**src/rtl/render_pkg.sv**
```systemverilog
// Shared constants for the column renderer and the slice-size calculator:
// screen geometry, colours, FSM encoding and the row colour helper.
package render_pkg;

  localparam int unsigned SCREEN_W = 160;
  localparam int unsigned SCREEN_H = 120;
  localparam int unsigned COL_W    = 8;
  localparam int unsigned SLICE_W  = 7;
  localparam int unsigned ROW_W    = 7;

  localparam logic [2:0] CEIL_COLOUR  = 3'b001;
  localparam logic [2:0] WALL_COLOUR  = 3'b100;
  localparam logic [2:0] FLOOR_COLOUR = 3'b010;

  localparam logic [2:0] S_IDLE  = 3'd0;
  localparam logic [2:0] S_LATCH = 3'd1;
  localparam logic [2:0] S_REQ   = 3'd2;
  localparam logic [2:0] S_WAIT  = 3'd3;
  localparam logic [2:0] S_DRAW  = 3'd4;
  localparam logic [2:0] S_NEXT  = 3'd5;
  localparam logic [2:0] S_DONE  = 3'd6;

  localparam logic [COL_W-1:0] LAST_COL = COL_W'(SCREEN_W - 1);
  localparam logic [ROW_W-1:0] LAST_ROW = ROW_W'(SCREEN_H - 1);

  // Watchdog gives up on the 255th cycle spent waiting for the calculator.
  localparam logic [7:0] WD_LIMIT = 8'd254;

  function automatic logic [2:0] pixel_colour(input logic [7:0] row,
                                              input logic [7:0] top,
                                              input logic [7:0] bottom);
    if (row < top)         return CEIL_COLOUR;
    else if (row < bottom) return WALL_COLOUR;
    else                   return FLOOR_COLOUR;
  endfunction

endpackage

```
**src/rtl/slice_bounds.sv**
```systemverilog
// Vertical wall extent for one column: clamps the slice to the screen height
// and centres it, giving the first wall row (top) and the exclusive end row.
module slice_bounds
  import render_pkg::*;
(
  input  logic [SLICE_W-1:0] s,
  output logic [7:0]         top,
  output logic [7:0]         bottom
);

  logic [7:0] s_clamped;

  always_comb begin
    s_clamped = (8'(s) > 8'(SCREEN_H)) ? 8'(SCREEN_H) : 8'(s);
    top       = (8'(SCREEN_H) - s_clamped) >> 1;
    bottom    = top + s_clamped;
  end

endmodule

```
**src/rtl/render_columns.sv**
```systemverilog
// Frame scheduler: requests one slice per column, then plots the column as
// ceiling/wall/floor. Define RENDER_TIMEOUT_EN to add the calculator watchdog.
module render_columns
  import render_pkg::*;
(
  input  logic                clock,
  input  logic                reset,
  input  logic                start,
  input  logic signed [12:0]  playerX_in,
  input  logic signed [12:0]  playerY_in,
  input  logic signed [9:0]   angle_X_in,
  input  logic signed [9:0]   angle_Y_in,
  output logic signed [12:0]  playerX,
  output logic signed [12:0]  playerY,
  output logic signed [9:0]   angle_X,
  output logic signed [9:0]   angle_Y,
  output logic [COL_W-1:0]    column_count,
  output logic                begin_calc,
  input  logic [SLICE_W-1:0]  slice_size,
  input  logic                end_calc,
  output logic [COL_W-1:0]    x,
  output logic [ROW_W-1:0]    y,
  output logic [2:0]          colour,
  output logic                plot,
  output logic                busy,
  output logic                frame_done
`ifdef RENDER_TIMEOUT_EN
  ,
  output logic                timeout_err
`endif
);

  logic [2:0]         state;
  logic [SLICE_W-1:0] s_reg;
  logic [SLICE_W-1:0] s_sel;
  logic [7:0]         top;
  logic [7:0]         bottom;
  logic [7:0]         row_next;
  logic [2:0]         colour_next;
  logic               accept;
`ifdef RENDER_TIMEOUT_EN
  logic [7:0]         wd;
  logic               timed_out;
`endif

  // While waiting, bounds come straight from the incoming slice so the first
  // row's colour is ready on the accepting edge; afterwards from s_reg.
  always_comb begin
    s_sel       = s_reg;
    row_next    = 8'(y) + 8'd1;
    accept      = 1'b0;
`ifdef RENDER_TIMEOUT_EN
    timed_out   = (wd == WD_LIMIT) && !end_calc;
`endif
    if (state == S_WAIT) begin
      s_sel    = end_calc ? slice_size : '0;
      row_next = '0;
      accept   = end_calc;
`ifdef RENDER_TIMEOUT_EN
      accept   = end_calc || timed_out;
`endif
    end
    colour_next = pixel_colour(row_next, top, bottom);
  end

  slice_bounds u_bounds (
    .s      (s_sel),
    .top    (top),
    .bottom (bottom)
  );

  always_ff @(posedge clock) begin
    if (reset) begin
      state        <= S_IDLE;
      s_reg        <= '0;
      playerX      <= '0;
      playerY      <= '0;
      angle_X      <= '0;
      angle_Y      <= '0;
      column_count <= '0;
      begin_calc   <= 1'b0;
      x            <= '0;
      y            <= '0;
      colour       <= '0;
      plot         <= 1'b0;
      busy         <= 1'b0;
      frame_done   <= 1'b0;
`ifdef RENDER_TIMEOUT_EN
      wd           <= '0;
      timeout_err  <= 1'b0;
`endif
    end else begin
      begin_calc <= 1'b0;
      frame_done <= 1'b0;
      case (state)
        S_IDLE: if (start) state <= S_LATCH;
        S_LATCH: begin
          playerX      <= playerX_in;
          playerY      <= playerY_in;
          angle_X      <= angle_X_in;
          angle_Y      <= angle_Y_in;
          column_count <= '0;
          busy         <= 1'b1;
          begin_calc   <= 1'b1;
          state        <= S_REQ;
        end
        S_REQ: begin
`ifdef RENDER_TIMEOUT_EN
          wd    <= '0;
`endif
          state <= S_WAIT;
        end
        S_WAIT: begin
          if (accept) begin
            s_reg  <= s_sel;
            x      <= column_count;
            y      <= '0;
            colour <= colour_next;
            plot   <= 1'b1;
            state  <= S_DRAW;
          end
`ifdef RENDER_TIMEOUT_EN
          if (timed_out) timeout_err <= 1'b1;
          wd <= wd + 8'd1;
`endif
        end
        S_DRAW: begin
          if (y == LAST_ROW) begin
            plot  <= 1'b0;
            state <= S_NEXT;
          end else begin
            y      <= y + 1'b1;
            colour <= colour_next;
          end
        end
        S_NEXT: begin
          if (column_count == LAST_COL) begin
            busy       <= 1'b0;
            frame_done <= 1'b1;
            state      <= S_DONE;
          end else begin
            column_count <= column_count + 1'b1;
            begin_calc   <= 1'b1;
            state        <= S_REQ;
          end
        end
        S_DONE:  state <= S_IDLE;
        default: state <= S_IDLE;
      endcase
    end
  end

endmodule
```
**config.mk**
```make
export PLATFORM = sky130hd
export DESIGN_NAME = render_columns
export DESIGN_NICKNAME = d
export VERILOG_FILES = /design/src/rtl/render_pkg.sv /design/src/rtl/slice_bounds.sv /design/src/rtl/render_columns.sv
export SDC_FILE = /design/constraint.sdc
export NUM_CORES = 1
export LEC_CHECK = 0
export ABC_CLOCK_PERIOD_IN_PS = 8100
export CAP_MARGIN = 20
export CORE_ASPECT_RATIO = 2
export CORE_MARGIN = 2
export CORE_UTILIZATION = 30
export CTS_BUF_LIST = sky130_fd_sc_hd__clkbuf_2
export DETAILED_ROUTE_END_ITERATION = 12
export GPL_TIMING_DRIVEN = 0
export MAX_ROUTING_LAYER = met4
export PLACE_DENSITY_LB_ADDON = 0.25
export SLEW_MARGIN = 30
export SYNTH_ARGS = -nofsm -noshare
export SYNTH_HDL_FRONTEND = slang
export SYNTH_SLANG_ARGS = --single-unit
```
**constraint.sdc**
```tcl
create_clock -name clock -period 8.1 [get_ports clock]
set_input_delay 1.62 -clock clock [delete_from_list [all_inputs] [get_ports clock]]
set_output_delay 1.62 -clock clock [all_outputs]
set_load 0.02 [all_outputs]
```
==> impl_metrics.yaml <==
status:
  status: "finished clean"
detailed_routing:
  firstDrtPassIters: 4
  first_iter_violations: 124
  routed_wl_mm: 12.0
  avgViaCountPerCell: 4.92
  drc: 0
  ant_nets: 0
  avgRoutedWirePerCell_um: 14.3
  vias: 4141
yosys:
  synth_area_leaders: "dfxtp_1, nand2_1, a21oi_1"
  yosysUniqueCellTypes: 55
  yosys_register_bits: 86
  syn_area_um2: 4180
  synth.most_common_cell: "nand2_1"
  yosys.area.top_type_share_pct: 41.2
  synth.cells.most_frequent: "nand2_1, dfxtp_1, a21oi_1"
  yosysTopAreaCell: "dfxtp_1"
  synth_cells: 536
  synth-main-ff-cell: "dfxtp_1"
  ys_seq_area_share_pct: 41.2
  synth-edff-count: 0
  yosysWarnings: 0
  async_reset_ff_share_pct: 0
  syn_area_per_cell_um2: 7.80
  synth_fp_nets: 614
setup_path:
  required_ns: 8.59
  crit_chain: "clkdlybuf4s50_1 -> and4b_4 -> buf_6 -> a22oi_1 -> a311oi_1 -> inv_1 -> nand2_1 -> nand2_1 -> xnor2_1 -> ha_1 -> and3_1 -> a311o_1 -> nor4b_1 -> nor3_1 -> ha_1 -> and3_1 -> a221o_1 -> a21oi_1 -> o21ai_0 -> nand2b_1 -> a21oi_1"
  critPathSlowestCell: "clkdlybuf4s50_1"
  end_kind: "register"
  max_stage_delay_ns: 0.54
  cp.arrival_ns: 6.24
  startpoint_type: "primary input"
  critical_path_class: "primary input to register"
  worst-r2r-cell-count: 20
  rr_startpoint: "state[2]$_SDFFE_PP0P_"
  cp_max_fo: 10
  timing.rr.end: "colour[2]$_SDFFE_PP0P_"
  r2r_slack_ns: 3.40
timing:
  clock_skew_ns: 0.0223
  tightest_slew_ns: 0.583
  finalHoldViolations: 0
  fmax_ghz: 0.174
  fin_crit_sh_pct: 71.0
  min_period_ns: 5.75
  slew_viol_final: 0
  relSlewSlack_pct: 61.1
  rsz0062_at_grt: "false"
  setup_viol: 0
  setup_tns_ns: 0
job:
  drv_cap: 0
die:
  coreArea_um2: 13700
  row_count: 61
  io_pins: 133
  die_h_um: 171
  dieArea_um2: 15000
  die_w_um: 87.5
  initial_utilization_pct: 30.4
clocking:
  htreeDepth: 3
  cts_root_buffer: "clkbuf_2"
  clk_path_buf_depth: 2
  clkTransAtPathRegs_ns: 0.23
  clkLatencyLatePin_ns: 0.55
  cts.sinks: 86
  cts_hold_buf: 0
  cts_tree: "yes"
  cts_post_setup_buffers_inserted: 0
  cts_made_buffers: 9
  cts-resized-gates: 0
finish:
  seq_area_um2: 1720
  finalNetCount: 757
  antenna_cells: 0
  multiInputGateArea_um2: 2280
  reg_top3: "playerX: 13 flops, playerY: 13 flops"
  layout-drive-gt1-share_pct: 4.53
  num-fill-cells: 1437
  syn_to_final_growth_pct: 39.1
global_routing:
  grtUsageTotal_pct: 16.6
  overflow: 0
  grt_max_degree: 16
  antenna_found_initial: 0
  grt_pass1_vias: 3959
  grt_pass1_wl_mm: 19.4
power_and_ir_drop:
  p_leak_nw: 2.14
  ir_worst_vdd_v: 0.0000814
  power_uw: 849
  power_density_nw_per_um2: 146
placement:
  dp_hpwl_mm: 9.07
  io_buffers: 132
  place.gp.congestion: 0.864
worst_hold_path:
  hp-start: "playerY[9]$_SDFFE_PP0P_"
  worstHoldPathCells: 2
  hold_class: "register to register"
  holdPathEnd: "playerY[9]$_SDFFE_PP0P_"
==> cells in the final DEF, fill, tap and decap left out, drive strengths merged, types with 4 or more instances in the layout <==
cell type / Yosys / final
a21oi: 83 / 83
nand3b: 4 / 4
xnor2: 10 / 10
o21a: 6 / 6
nand2b: 5 / 5
ha: 21 / 21
xor2: 6 / 6
nand2: 147 / 147
o21ai: 12 / 12
clkinv: 0 / 4
buf: 6 / 6
clkbuf: 24 / 33
clkdlybuf4s50: 0 / 132
dfxtp: 86 / 86
nand3: 11 / 11
nor2: 31 / 31
nor3: 13 / 13
and3: 5 / 5
inv: 10 / 11
a22oi: 7 / 7
==> worst max-delay path by stage <==
stage / from / to / cells past startpoint
6_report: end_calc / colour[2]$_SDFFE_PP0P_ / 21
2_1_floorplan: end_calc / colour[2]$_SDFFE_PP0P_ / 20
3_5_place_dp: end_calc / colour[1]$_SDFFE_PP0P_ / 21
3_3_place_gp: end_calc / colour[2]$_SDFFE_PP0P_ / 21
4_1_cts: end_calc / colour[2]$_SDFFE_PP0P_ / 21
5_1_grt: end_calc / colour[1]$_SDFFE_PP0P_ / 20
==> power by group <==
| group | total, mW | switching, mW | internal, mW |
|---|---|---|---|
| Sequential | 0.451 | 0.00893 | 0.442 |
| Clock | 0.231 | 0.158 | 0.0724 |
| Combinational | 0.168 | 0.0895 | 0.0781 |
==> area by class of cell <==
class,count,area share [%]
clock buffers,9,0.774
well taps,157,3.38
repair buffers,132,22.7
clock inverters,7,1.27
inverters,10,0.645
flip-flops and latches,86,29.6
plain buffers,30,2.47
multi-input cells,410,39.1
==> worst max-delay path, delay by kind of cell <==
kind | cells | cell delay, ns
AO/OA/AOI/OAI | 7 | 1.56
XOR/XNOR | 1 | 0.24
adder cells (fa/ha/maj) | 2 | 0.59
buffers and inverters | 3 | 0.81
AND/OR/NAND/NOR | 8 | 1.41
==> through the flow <==
| stage | cells | utilization, % | hold slack [ns] | worst slack, ns | instance area [µm²] |
|---|---|---|---|---|---|
| 4_1_cts | 841 | 42.3 | 0.471 | 2.38 | 5820 |
| 2_1_floorplan | 536 | - | 0.450 | 2.96 | 4180 |
| 3_5_place_dp | 825 | 41.5 | 0.446 | 1.77 | 5700 |
| 3_3_place_gp | 825 | 41.5 | 0.441 | 1.85 | 5700 |
| 5_1_grt | 841 | 42.3 | 0.492 | 2.09 | 5820 |
| 6_report | 841 | 42.3 | 0.467 | 2.35 | 5820 |
==> kinds of logic after synthesis <==
family | count (synthesis) | synth area share [%]
AOI/OAI and AO/OA | 131 | 18.7
and+or+nand+nor | 236 | 24.9
xor gates and xnor gates | 16 | 3.35
DFF | 86 | 41.2
other | 2 | 0.180
buffers and inverters | 40 | 4.34
adders and majority gates | 21 | 6.29
muxes | 4 | 1.05
==> metal layers <==
layer / vias to the layer above / global-route usage, % / wire, µm
met3: 10 / 3.33 / 615
met4: 0 / 5.02 / 136
met1: 1882 / 23.0 / 5860
met2: 119 / 24.4 / 5420
met5: - / - / 0
li1: 2130 / - / -
(Power assumes the default switching activity.)
